**src/rtl/segment_transition_ctl.sv**
```systemverilog
// segment_transition_ctl
// Owns the active-segment register for NUM_SEGMENTS sample buffers. A host
// request is either applied at once or parked until its trigger fires (loop
// end, system time, or a GPIO rising edge). Loop repetitions are counted per
// segment, and STOP is raised once the repetition budget is used up.
module segment_transition_ctl #(
  parameter int NUM_SEGMENTS = 2,
  parameter int IDX_WIDTH    = 15,
  localparam int SEG_W       = (NUM_SEGMENTS > 2) ? $clog2(NUM_SEGMENTS) : 1
) (
  input  logic                                  CLK,
  input  logic                                  RST,
  input  logic                                  UPDATE,
  input  logic [SEG_W-1:0]                      REQ_RD_SEGMENT,
  input  logic [7:0]                            TRANSITION_MODE,
  input  logic [63:0]                           TRANSITION_VALUE,
  input  logic [NUM_SEGMENTS-1:0][IDX_WIDTH-1:0] CYCLE,
  input  logic [NUM_SEGMENTS-1:0][15:0]         REP,
  input  logic [IDX_WIDTH-1:0]                  IDX,
  input  logic                                  IDX_VALID,
  input  logic [63:0]                           SYS_TIME,
  input  logic [3:0]                            GPIO_IN,
  output logic [SEG_W-1:0]                      SEGMENT,
  output logic                                  SWAP,
  output logic                                  STOP,
  output logic                                  PENDING,
  output logic                                  ERR
);

  localparam logic [7:0]   MODE_SYNC_IDX  = 8'h00;
  localparam logic [7:0]   MODE_SYS_TIME  = 8'h01;
  localparam logic [7:0]   MODE_GPIO      = 8'h02;
  localparam logic [7:0]   MODE_IMMEDIATE = 8'hFF;
  localparam logic [15:0]  REP_INFINITE   = 16'hFFFF;
  localparam logic [15:0]  CNT_SATURATE   = 16'hFFFE;
  localparam logic [SEG_W:0] SEG_LIMIT    = (SEG_W + 1)'(NUM_SEGMENTS);

  typedef enum logic {
    ST_RUN,
    ST_WAIT
  } state_t;

  state_t            state_reg, state_next;
  logic [SEG_W-1:0]  pend_seg_reg, pend_seg_next;
  logic [7:0]        pend_mode_reg, pend_mode_next;
  logic [63:0]       pend_value_reg, pend_value_next;
  logic [SEG_W-1:0]  seg_reg, seg_next;
  logic              swap_reg, swap_next;
  logic              stop_reg, stop_next;
  logic              err_reg, err_next;
  logic [15:0]       loop_cnt_reg, loop_cnt_next;

  logic [3:0]        gpio_meta_reg;
  logic [3:0]        gpio_sync_reg;
  logic [3:0]        gpio_prev_reg;
  logic [3:0]        gpio_rise;

  logic              loop_end;
  logic [15:0]       rep_cur;
  logic              rep_inf;
  logic              mode_known;
  logic              req_ok;
  logic              pend_trigger;
  logic              do_switch;
  logic [SEG_W-1:0]  switch_seg;

  // Two-flop synchroniser for the asynchronous pins, plus a delayed copy for edge detection
  always_ff @(posedge CLK or posedge RST) begin
    if (RST) begin
      gpio_meta_reg <= '0;
      gpio_sync_reg <= '0;
      gpio_prev_reg <= '0;
    end else begin
      gpio_meta_reg <= GPIO_IN;
      gpio_sync_reg <= gpio_meta_reg;
      gpio_prev_reg <= gpio_sync_reg;
    end
  end

  assign gpio_rise  = gpio_sync_reg & ~gpio_prev_reg;
  assign loop_end   = IDX_VALID && (IDX == CYCLE[seg_reg]);
  assign rep_cur    = REP[seg_reg];
  assign rep_inf    = (rep_cur == REP_INFINITE);
  assign mode_known = (TRANSITION_MODE == MODE_SYNC_IDX) || (TRANSITION_MODE == MODE_SYS_TIME) ||
                      (TRANSITION_MODE == MODE_GPIO)     || (TRANSITION_MODE == MODE_IMMEDIATE);
  assign req_ok     = ({1'b0, REQ_RD_SEGMENT} < SEG_LIMIT) && mode_known;

  // Trigger condition of the parked request; a stopped segment has no loop end left to wait for
  always_comb begin
    pend_trigger = 1'b0;
    case (pend_mode_reg)
      MODE_SYNC_IDX: pend_trigger = loop_end || stop_reg;
      MODE_SYS_TIME: pend_trigger = (SYS_TIME >= pend_value_reg);
      MODE_GPIO:     pend_trigger = gpio_rise[pend_value_reg[1:0]];
      default:       pend_trigger = 1'b0;
    endcase
  end

  // Request acceptance, switch decision and repetition counting
  always_comb begin
    state_next      = state_reg;
    pend_seg_next   = pend_seg_reg;
    pend_mode_next  = pend_mode_reg;
    pend_value_next = pend_value_reg;
    seg_next        = seg_reg;
    swap_next       = 1'b0;
    stop_next       = stop_reg;
    err_next        = 1'b0;
    loop_cnt_next   = loop_cnt_reg;
    do_switch       = 1'b0;
    switch_seg      = pend_seg_reg;

    if (UPDATE) begin
      if (!req_ok) begin
        // Rejected: the existing request (if any) stays as it is
        err_next = 1'b1;
      end else if (TRANSITION_MODE == MODE_IMMEDIATE) begin
        do_switch  = 1'b1;
        switch_seg = REQ_RD_SEGMENT;
      end else begin
        state_next      = ST_WAIT;
        pend_seg_next   = REQ_RD_SEGMENT;
        pend_mode_next  = TRANSITION_MODE;
        pend_value_next = TRANSITION_VALUE;
      end
    end

    // An accepted UPDATE supersedes whatever the old request was about to do
    if (!(UPDATE && req_ok) && (state_reg == ST_WAIT) && pend_trigger) begin
      do_switch = 1'b1;
    end

    if (do_switch) begin
      // A switch absorbs any coincident loop end: fresh segment, fresh count
      seg_next      = switch_seg;
      swap_next     = 1'b1;
      loop_cnt_next = '0;
      stop_next     = 1'b0;
      state_next    = ST_RUN;
    end else if (loop_end && !stop_reg) begin
      if (!rep_inf && (loop_cnt_reg == rep_cur)) begin
        stop_next = 1'b1;
      end else if (!(rep_inf && (loop_cnt_reg == CNT_SATURATE))) begin
        loop_cnt_next = loop_cnt_reg + 16'd1;
      end
    end
  end

  // State, pending request and output registers
  always_ff @(posedge CLK or posedge RST) begin
    if (RST) begin
      state_reg      <= ST_RUN;
      pend_seg_reg   <= '0;
      pend_mode_reg  <= '0;
      pend_value_reg <= '0;
      seg_reg        <= '0;
      swap_reg       <= 1'b0;
      stop_reg       <= 1'b0;
      err_reg        <= 1'b0;
      loop_cnt_reg   <= '0;
    end else begin
      state_reg      <= state_next;
      pend_seg_reg   <= pend_seg_next;
      pend_mode_reg  <= pend_mode_next;
      pend_value_reg <= pend_value_next;
      seg_reg        <= seg_next;
      swap_reg       <= swap_next;
      stop_reg       <= stop_next;
      err_reg        <= err_next;
      loop_cnt_reg   <= loop_cnt_next;
    end
  end

  assign SEGMENT = seg_reg;
  assign SWAP    = swap_reg;
  assign STOP    = stop_reg;
  assign PENDING = (state_reg == ST_WAIT);
  assign ERR     = err_reg;

endmodule

```
**config.mk**
```make
export PLATFORM = sky130hd
export DESIGN_NAME = segment_transition_ctl
export DESIGN_NICKNAME = d
export VERILOG_FILES = /design/src/rtl/segment_transition_ctl.sv
export SDC_FILE = /design/constraint.sdc
export NUM_CORES = 1
export LEC_CHECK = 0
export ABC_AREA = 1
export CAP_MARGIN = 20
export CORE_MARGIN = 5
export CORE_UTILIZATION = 47
export CTS_BUF_LIST = sky130_fd_sc_hd__clkbuf_8 sky130_fd_sc_hd__clkbuf_16
export DETAILED_ROUTE_END_ITERATION = 8
export GPL_TIMING_DRIVEN = 0
export HOLD_SLACK_MARGIN = 0.06
export MAX_ROUTING_LAYER = met4
export PLACE_DENSITY = 0.82
export SYNTH_ARGS = -nofsm -noshare
export SYNTH_HDL_FRONTEND = slang
export SYNTH_SLANG_ARGS = --single-unit
export TNS_END_PERCENT = 30
```
**constraint.sdc**
```tcl
create_clock -name CLK -period 3.7 [get_ports CLK]
set_input_delay 0.37 -clock CLK [delete_from_list [all_inputs] [get_ports CLK]]
set_output_delay 0.37 -clock CLK [all_outputs]
set_load 0.005 [all_outputs]
```
# Word level (Yosys, flattened, before mapping)
# Cells that the tools add are included.
# word_totals
input_bits	222
regBits	106
out_inout_bits	5
word_cells	83
# op_classes
n_reduce_logical	24
n_lt_le_gt_ge	3
n_mux	28
n_eq_ne	12
addsub	1
bitwise_logic	3
# op_table
op	n
16-bit 2-to-1 mux	6
64-bit greater-or-equal comparator	1
16-bit equality test (second input constant)	2
15-bit 2-to-1 mux	2
1-bit 2-to-1 mux	18
16-bit by 1-bit adder with 16-bit output (second input constant)	1
16-bit equality test	1
8-bit by 1-bit equality test with 1-bit output (second input constant)	2
8-bit by 2-bit equality test with 1-bit output (second input constant)	2
8-bit logical NOT	2
15-bit equality test	1
3-bit AND reduction	3
8-bit equality test (second input constant)	1
2-bit nonzero test	4
1-bit logical AND	7
2-bit != test (second input constant)	3
4-bit bitwise AND	1
1-bit logical OR	4
4-bit NOT	1
1-bit logical NOT	3
2-bit by 3-bit < comparator with 1-bit output (second input constant)	1
1-bit case mux with 3 select lines	1
1-bit binary-select mux with 2-bit select	1
1-bit by 2-bit < comparator with 1-bit output (second input constant)	1
2 further kinds	2

# Logic depth before layout (Yosys ltp)
# Gate-level depths: netlist (run 1).
# logic_depth
depth_word	11
mapped_depth	22
depth_no_buf	21

# Worst setup path after synthesis (run 1)
# No wires, ideal clock.
# synth_timing
path_type	input -> register
startpoint	input port SYS_TIME[63]
endpoint	register loop_cnt_reg[10]
arrival_ns	1.850
slack_ns	1.728
setup_time_ns	0.121
path_buffers	1
cell_stages	15
t_required_ns	3.579
cell_sequence	ha_1 nand2_1 inv_1 nand3_1 nor3_1 inv_1 nor3_1 nand2_1 nand3_1 nand2_1 nand2_1 nand2_1 nand2_1 buf_2 nor2_1
# synth_via
elab_chain_cells	6
word_cells_on_any_way	9
# synth_lines
element	line	rtl
start: declaration	21	input logic [63:0] SYS_TIME,
64-bit greater-or-equal comparator (*)	93	MODE_SYS_TIME: pend_trigger = (SYS_TIME >= pend_value_reg);
1-bit case mux with 3 select lines (*)	91	case (pend_mode_reg)
1-bit logical AND (*)	129	if (!(UPDATE && req_ok) && (state_reg == ST_WAIT) && pend_trigger) begin
1-bit 2-to-1 mux (*)	129	
2-bit != test (no line) / 2-bit nonzero test (equally long branches)	-	
3-bit AND reduction (no line)	-	
end signal: assignment	170	loop_cnt_reg <= loop_cnt_next;
end: declaration	51	logic [15:0] loop_cnt_reg, loop_cnt_next;
# Every way passes the cells marked *; elsewhere a longest branch is shown, timed or not.
# A chain may end at the register's enable or synchronous reset.

# Worst setup path in the final report (run 1)
# layout_timing
startpoint	input port TRANSITION_MODE[4]
endpoint	register pend_value_reg[43]
# layout_via
elab_chain_cells	5
word_cells_on_any_way	9
# layout_lines
element	line	rtl
start: declaration	15	input logic [7:0] TRANSITION_MODE,
8-bit by 1-bit equality test with 1-bit output / 8-bit logical NOT (equally long branches)	84	assign mode_known = (TRANSITION_MODE == MODE_SYNC_IDX) || (TRANSITION_MODE == MODE_SYS_TIME) ||
1-bit logical OR (2 in a row)	84	
1-bit logical OR	85	(TRANSITION_MODE == MODE_GPIO) || (TRANSITION_MODE == MODE_IMMEDIATE);
3-bit AND reduction (no line) (*)	-	
end signal: assignment	165	pend_value_reg <= pend_value_next;
end: declaration	46	logic [63:0] pend_value_reg, pend_value_next;
# Marks and branches as above.

==> metrics.txt, run 1 <==
PortBufs around 230; Die W approximately 130 µm; filler-free cell count of the finished design between 1k and 1.5k; count of hold-fix buffers inserted at cts 0; placement-stage worst setup slack between 0.8 and 0.9 ns; routed length on met3 about 1700 µm; status complete, no violations; netlist area before placement about 0.007 mm²; maximum number of pins on one net before global-route repair 68; final count of hold timing violations 0; TritonCTS Sinks 106; Inserted Clock Buffers 9; global-route wire length before repair between 30,000 and 40,000 µm; clock period minus worst slack 2.48 ns; routed len/inst approximately 14 µm; Worst Hold Margin 0.352 ns; Worst Path Buf+Inv 3; Clock Latency Late Sink around 0.35 ns; power consumption around 3.2 mW; static leakage power about 5.0 nW; cell chain of the critical path clkdlybuf4s50_1, nor4_1, nand3_1, nor2_1, clkbuf_1, clkbuf_1, nand2_1, o21ai_0; Fmax achieved 0.404 GHz; topmost layer with routed signal wires met4; Crit Path Max Fanout 10; met2 layer wire length in the routed design slightly above 9000 µm; number of antenna-violating nets in the routed design 0; grt total ovfl 0; vias in the first global route around 7.0k; data required time at the worst endpoint just under 4 ns; RSZ-0062 raised after global routing false; overall track demand over capacity in global routing a little under a quarter; kind of cell adding the most delay to the critical path buffers and inverters; Min-Delay Path Class reg -> reg; type of element capturing the critical path flip-flop; Max Cap Violations 0; Slowest-stage cell, CP sky130_fd_sc_hd__clkbuf_1; DR vias around 7k; final number of setup-violating endpoints 0; most used cell along the critical path sky130_fd_sc_hd__clkbuf_1; Post-Syn Nets 1,273; routed length on met1 roughly 8600 µm; IO Count around 230; cell internal pwr ~2.2 mW; remaining routing DRC violations 0; Seq/Total Area, Yosys about 38%; worst setup skew after layout approximately 0.011 ns; Post-Place Cells 1,396; die span in y roughly 130 µm; Root Buffer sky130_fd_sc_hd__clkbuf_16; Via density around 5.0; antenna violations before repair 3; post-synthesis cell count between 900 and 1k; Critical Path AT roughly 2.8 ns; part of the cycle the worst path needs approximately two thirds; final worst slack about 1.2 ns; critical path launch point type primary input; count of final max-slew check failures 0; row cnt between 40 and 50; Avg Inst Size Synth around 7.1 µm²; Net Sw Frac 29.9%; net switching power 0.955 mW; buffers from clock root to sink, at most 2; share of power burned in registers 43.0%; post-place instance area approximately 0.0095 mm²; kind of critical path in -> reg; Worst slew margin roughly three fifths; area added between synthesis and finish 40.2%; power density relative to cell area ~320 mW/mm²; Detail Placement HPWL 16,400 µm; Starting DRT DRC Count 354; portion of total power attributed to combinational logic ~28%; CP max stage delay around 0.5 ns; Clk pwr share 29.0%; deepest level of the CTS H-tree 3; pin slew with the least headroom to its limit slightly below 0.6 ns; ratio of cells with drive above 1 in the final layout under 10%; post-CTS clock slew at the launch and capture registers of the worst setup and hold paths approximately 0.08 ns; CTS tree yes; Post-CTS Resized 0; overall die area ~0.017 mm²; Netlist cell types 29; last weighted congestion value of the routability-driven placer roughly 0.95; post-synthesis register bit count ~110; initial standard-cell utilization of the core between 40% and 50%; total iterations of the first detailed-routing run 6; number of flip-flops in the largest register 64; Design Area, Final slightly below 0.01 mm²; core box area between 0.01 and 0.015 mm²; wire length after detailed routing 20,000 µm; fin nets 1,511; worst supply voltage drop on vdd between 200 and 250 µV; Syn. warnings 0; Post CTS Setup Buffer Count 0
## final cells by class
type | instances | area [µm²]
Timing Repair Buffer | 227 | 2290
Inverter | 148 | 558
Tap cell | 184 | 230
Antenna cell | 3 | 7.51
Buffer | 27 | 135
Multi-Input combinational cell | 704 | 3670
Sequential cell | 106 | 2650
Clock buffer | 9 | 225
Clock inverter | 7 | 61.3
Fill cell | 1287 | 4760
## worst paths after layout
kind                               startpoint            endpoint  slack (ns)  cells past startpoint
max in group asynchronous                 RST  pend_value_reg[14]        2.57                      3
min reg2reg                  gpio_meta_reg[1]    gpio_sync_reg[1]        0.35                      0
max                        TRANSITION_MODE[4]  pend_value_reg[43]        1.22                      8
min in group asynchronous                 RST  pend_value_reg[41]        0.42                      2
min                          gpio_meta_reg[1]    gpio_sync_reg[1]        0.35                      0
max reg2reg                           SEGMENT     loop_cnt_reg[6]        1.26                     13
## per-layer routing
layer	track usage [%]	up-vias
met5	-	-
met4	8.57	0
met3	6.15	33
met2	37.3	265
met1	28.8	3153
li1	-	3619
## worst register-to-register path, cell delays in order (launching register included)
cell and delay (ns):
sky130_fd_sc_hd__dfrtp_1 0.53, sky130_fd_sc_hd__buf_2 0.33, sky130_fd_sc_hd__nand2_1 0.12, sky130_fd_sc_hd__nand3_1 0.13
sky130_fd_sc_hd__nand2_1 0.07, sky130_fd_sc_hd__nor3b_1 0.21, sky130_fd_sc_hd__nand3b_1 0.15, sky130_fd_sc_hd__nor3_1 0.16
sky130_fd_sc_hd__nand3_1 0.09, sky130_fd_sc_hd__nor2_1 0.14, sky130_fd_sc_hd__buf_4 0.19, sky130_fd_sc_hd__nand3_1 0.08
sky130_fd_sc_hd__nand2_1 0.09, sky130_fd_sc_hd__nor2_1 0.04
## Yosys cell counts
master | n | area share (%)
sky130_fd_sc_hd__clkbuf_1 | 13 | 0.70
sky130_fd_sc_hd__nor4_1 | 3 | 0.27
sky130_fd_sc_hd__or2_2 | 2 | 0.18
sky130_fd_sc_hd__o21ai_1 | 4 | 0.29
sky130_fd_sc_hd__xor2_1 | 14 | 1.7
sky130_fd_sc_hd__o21bai_1 | 1 | 0.11
sky130_fd_sc_hd__nor3_1 | 17 | 1.2
sky130_fd_sc_hd__buf_2 | 6 | 0.43
sky130_fd_sc_hd__nand3_2 | 1 | 0.14
sky130_fd_sc_hd__buf_1 | 3 | 0.16
sky130_fd_sc_hd__nor3b_1 | 1 | 0.11
sky130_fd_sc_hd__inv_2 | 2 | 0.11
sky130_fd_sc_hd__nand3b_1 | 7 | 0.75
sky130_fd_sc_hd__buf_6 | 2 | 0.32
sky130_fd_sc_hd__dfrtp_1 | 106 | 38
sky130_fd_sc_hd__o21a_1 | 4 | 0.43
sky130_fd_sc_hd__nand4_1 | 29 | 2.6
sky130_fd_sc_hd__nand2_1 | 309 | 17
sky130_fd_sc_hd__a21oi_1 | 31 | 2.2
sky130_fd_sc_hd__o211ai_1 | 1 | 0.11
sky130_fd_sc_hd__nand3_1 | 40 | 2.9
sky130_fd_sc_hd__inv_1 | 146 | 7.8
sky130_fd_sc_hd__a21o_1 | 2 | 0.21
sky130_fd_sc_hd__buf_4 | 3 | 0.32
sky130_fd_sc_hd__o22ai_1 | 2 | 0.18
sky130_fd_sc_hd__nor2_1 | 88 | 4.7
sky130_fd_sc_hd__o21ai_2 | 1 | 0.12
sky130_fd_sc_hd__o21ai_0 | 81 | 5.8
sky130_fd_sc_hd__ha_1 | 66 | 12
## layout by cell type, fill, tap and decap left out, drive strengths merged
cell type / instances
nand2: 309
clkdlybuf4s50: 226
inv: 150
dfrtp: 106
nor2: 88
o21ai: 86
ha: 66
nand3: 41
a21oi: 31
nand4: 29
clkbuf: 22
nor3: 17
buf: 15
xor2: 14
nand3b: 7
o21a: 4
diode: 3
nor4: 3
clkinv: 3
a21o: 2
or2: 2
o22ai: 2
clkinvlp: 2
o21bai: 1
o211ai: 1
nor3b: 1
## power by group through the flow
stage                     logic (mW)  registers [mW]  clock network (mW)
after detailed placement       0.891            1.40                   0
after floorplan                0.505            1.38                   0
after global routing            1.03            1.39               0.988
after CTS                      0.900            1.37               0.947
after global placement         0.854            1.39                   0
final                          0.895            1.37               0.925
## metrics by stage
| stage | util (%) | TNS [ns] |
|---|---|---|
| final | 67.4 | 0 |
| after global routing | 67.4 | 0 |
| after CTS | 67.3 | 0 |
| after detailed placement | 65.4 | 0 |
| after global placement | 65.1 | -113.55 |
| after floorplan | - | 0 |
## logic make-up after synthesis
| family | synth area share [%] |
|---|---|
| buf+inv | 9.85 |
| flops | 37.8 |
| xor+xnor | 1.75 |
| fa+ha+maj | 11.8 |
| simple gates | 29.4 |
| compound gates | 9.44 |
(Power assumes the default switching activity.)
==> run 2, diff against run 1 <==
CORE_UTILIZATION = 43   (was 47)
PLACE_DENSITY = 0.79   (was 0.82)
clock period = 2.1 ns   (was 3.7 ns; I/O delays follow)
==> run 2 against run 1 <==
Effect of this change: the run now ends with setup timing left; global-route usage grew 0.26 points; die area grew 8.6%; clock-buffer cell count stayed put; sequential share of layout area fell by 2.0 points; sequential cell count unchanged; critical path depth up 7; largest cell class unchanged; highest routed layer unchanged.
==> metrics.txt, run 2 (synthesis gave the netlist of run 1 again) <==
row cnt 46; antenna violations before repair 2; Final TNS setup -2.84 ns; Starting DRT DRC Count 280; overall die area 0.0190 mm²; global-route wire length before repair 34,500 µm; Detail Placement HPWL roughly 17,000 µm; pin slew with the least headroom to its limit between 0.8 and 0.9 ns; total iterations of the first detailed-routing run 5; violations in the final reports setup timing; Worst slew margin between 40% and 50%; final number of setup-violating endpoints 20; worst setup skew after layout 0.00949 ns; Root Buffer sky130_fd_sc_hd__clkbuf_16; status complete, but fails checks; core box area between 0.015 and 0.02 mm²; wire length after detailed routing between 20,000 and 25,000 µm; power density relative to cell area ~540 mW/mm²; Crit Path Max Fanout 8; kind of critical path reg -> reg; critical path launch point type flip-flop; data required time at the worst endpoint approximately 2.3 ns; worst supply voltage drop on vdd 334 µV; part of the cycle the worst path needs 109%; TritonCTS Sinks 106; power consumption 5.79 mW; count of final max-slew check failures 0; Worst Hold Margin slightly above 0.3 ns; area added between synthesis and finish 51.6%; final count of hold timing violations 0; last weighted congestion value of the routability-driven placer 0.921; Fmax achieved ~0.44 GHz; maximum number of pins on one net before global-route repair 40; placement-stage worst setup slack -0.676 ns; Die W about 140 µm; vias in the first global route roughly 7.5k; type of element capturing the critical path flip-flop; final worst slack -0.198 ns; routed len/inst 15.1 µm; DR vias roughly 7.3k; Max Cap Violations 0; grt total ovfl 0; post-layout util about 67%; RSZ-0062 raised after global routing true; ratio of cells with drive above 1 in the final layout a little over an eighth; number of antenna-violating nets in the routed design 0; initial standard-cell utilization of the core around 44%; PortBufs approximately 230; static leakage power roughly 5.2 nW; post-CTS clock slew at the launch and capture registers of the worst setup and hold paths ~0.070 ns; CTS tree yes; count of hold-fix buffers inserted at cts 0; overall track demand over capacity in global routing a little under a quarter; leading cell types in the layout, fill and taps excluded sky130_fd_sc_hd__nand2_1, sky130_fd_sc_hd__clkdlybuf4s50_1, sky130_fd_sc_hd__inv_1, sky130_fd_sc_hd__dfrtp_1, sky130_fd_sc_hd__o21ai_0; die span in y 138 µm; fin nets around 1.5k; deepest level of the CTS H-tree 3; buffers from clock root to sink, at most 2; number of flip-flops in the largest register between 60 and 70; Inserted Clock Buffers 9; Clock Latency Late Sink between 0.3 and 0.4 ns; Critical Path AT ~2.5 ns; Via density ~5; remaining routing DRC violations 0; most frequent standard cell in the layout excluding fill and tap cells sky130_fd_sc_hd__nand2_1; IO Count 227; clock period minus worst slack about 2.3 ns; Min-Delay Path Class in -> reg
## run 2: metrics by stage
step	instance area (µm²)	cells
after floorplan	7020	985
after global placement	9550	1427
after detailed placement	9590	1429
after CTS	10400	1457
after global routing	10600	1466
final	10600	1466
## run 2: per-layer routing
metal	wire [µm]	GRT usage, %
met5	0	-
met3	2160	5.92
met2	11000	42.6
met1	8420	25.5
met4	534	8.07
## run 2: what timing repair did
item,4_1_cts,5_1_grt
buffers inserted,8,4
endpoints found under the setup margin,88,62
resized for setup,102,70
cloned,5,3
endpoints found under the hold margin,0,0
pin swaps,12,33
## run 2: layout make-up
type                            count  area [µm²]
Antenna cell                        2        5.00
Buffer                             27         201
Clock buffer                        9         225
Clock inverter                      6        60.1
Fill cell                        1347        5310
Inverter                          148         567
Multi-Input combinational cell    704        4140
Sequential cell                   106        2650
Tap cell                          216         270
Timing Repair Buffer              248        2500
## run 2: where the power goes
part / internal (mW) / total [mW] / leakage, nW / switching [mW]
Sequential: 2.32 / 2.42 / 1.12 / 0.104
Clock: 0.912 / 1.65 / 0.142 / 0.737
Combinational: 0.860 / 1.72 / 3.96 / 0.856
## run 2: final timing paths
kind / slack, ns / endpoint / depth (start not counted) / from
worst max-delay path: -0.20 / loop_cnt_reg[6] / 15 / SEGMENT
worst min-delay path: 0.31 / gpio_meta_reg[1] / 1 / GPIO_IN[1]
worst max register to register: -0.20 / loop_cnt_reg[6] / 15 / SEGMENT
worst min register to register: 0.34 / gpio_sync_reg[0] / 0 / gpio_meta_reg[0]
max in group asynchronous: 1.06 / SEGMENT / 3 / RST
min in group asynchronous: 0.38 / pend_value_reg[51] / 2 / RST
## run 2: worst max-delay path, stage by stage (launching register included)
cell and delay [ns]:
sky130_fd_sc_hd__dfrtp_2 0.49, sky130_fd_sc_hd__clkinv_4 0.13, sky130_fd_sc_hd__buf_16 0.16, sky130_fd_sc_hd__nand2_4 0.05, sky130_fd_sc_hd__nand2_2 0.05, sky130_fd_sc_hd__nand2_2 0.07, sky130_fd_sc_hd__nand2_1 0.06, sky130_fd_sc_hd__nor2_1 0.13
sky130_fd_sc_hd__nand4_1 0.18, sky130_fd_sc_hd__nor3_2 0.23, sky130_fd_sc_hd__nand3_1 0.14, sky130_fd_sc_hd__nor2_4 0.16, sky130_fd_sc_hd__buf_6 0.15, sky130_fd_sc_hd__nand3_1 0.08, sky130_fd_sc_hd__nand2_1 0.08, sky130_fd_sc_hd__nor2_1 0.04
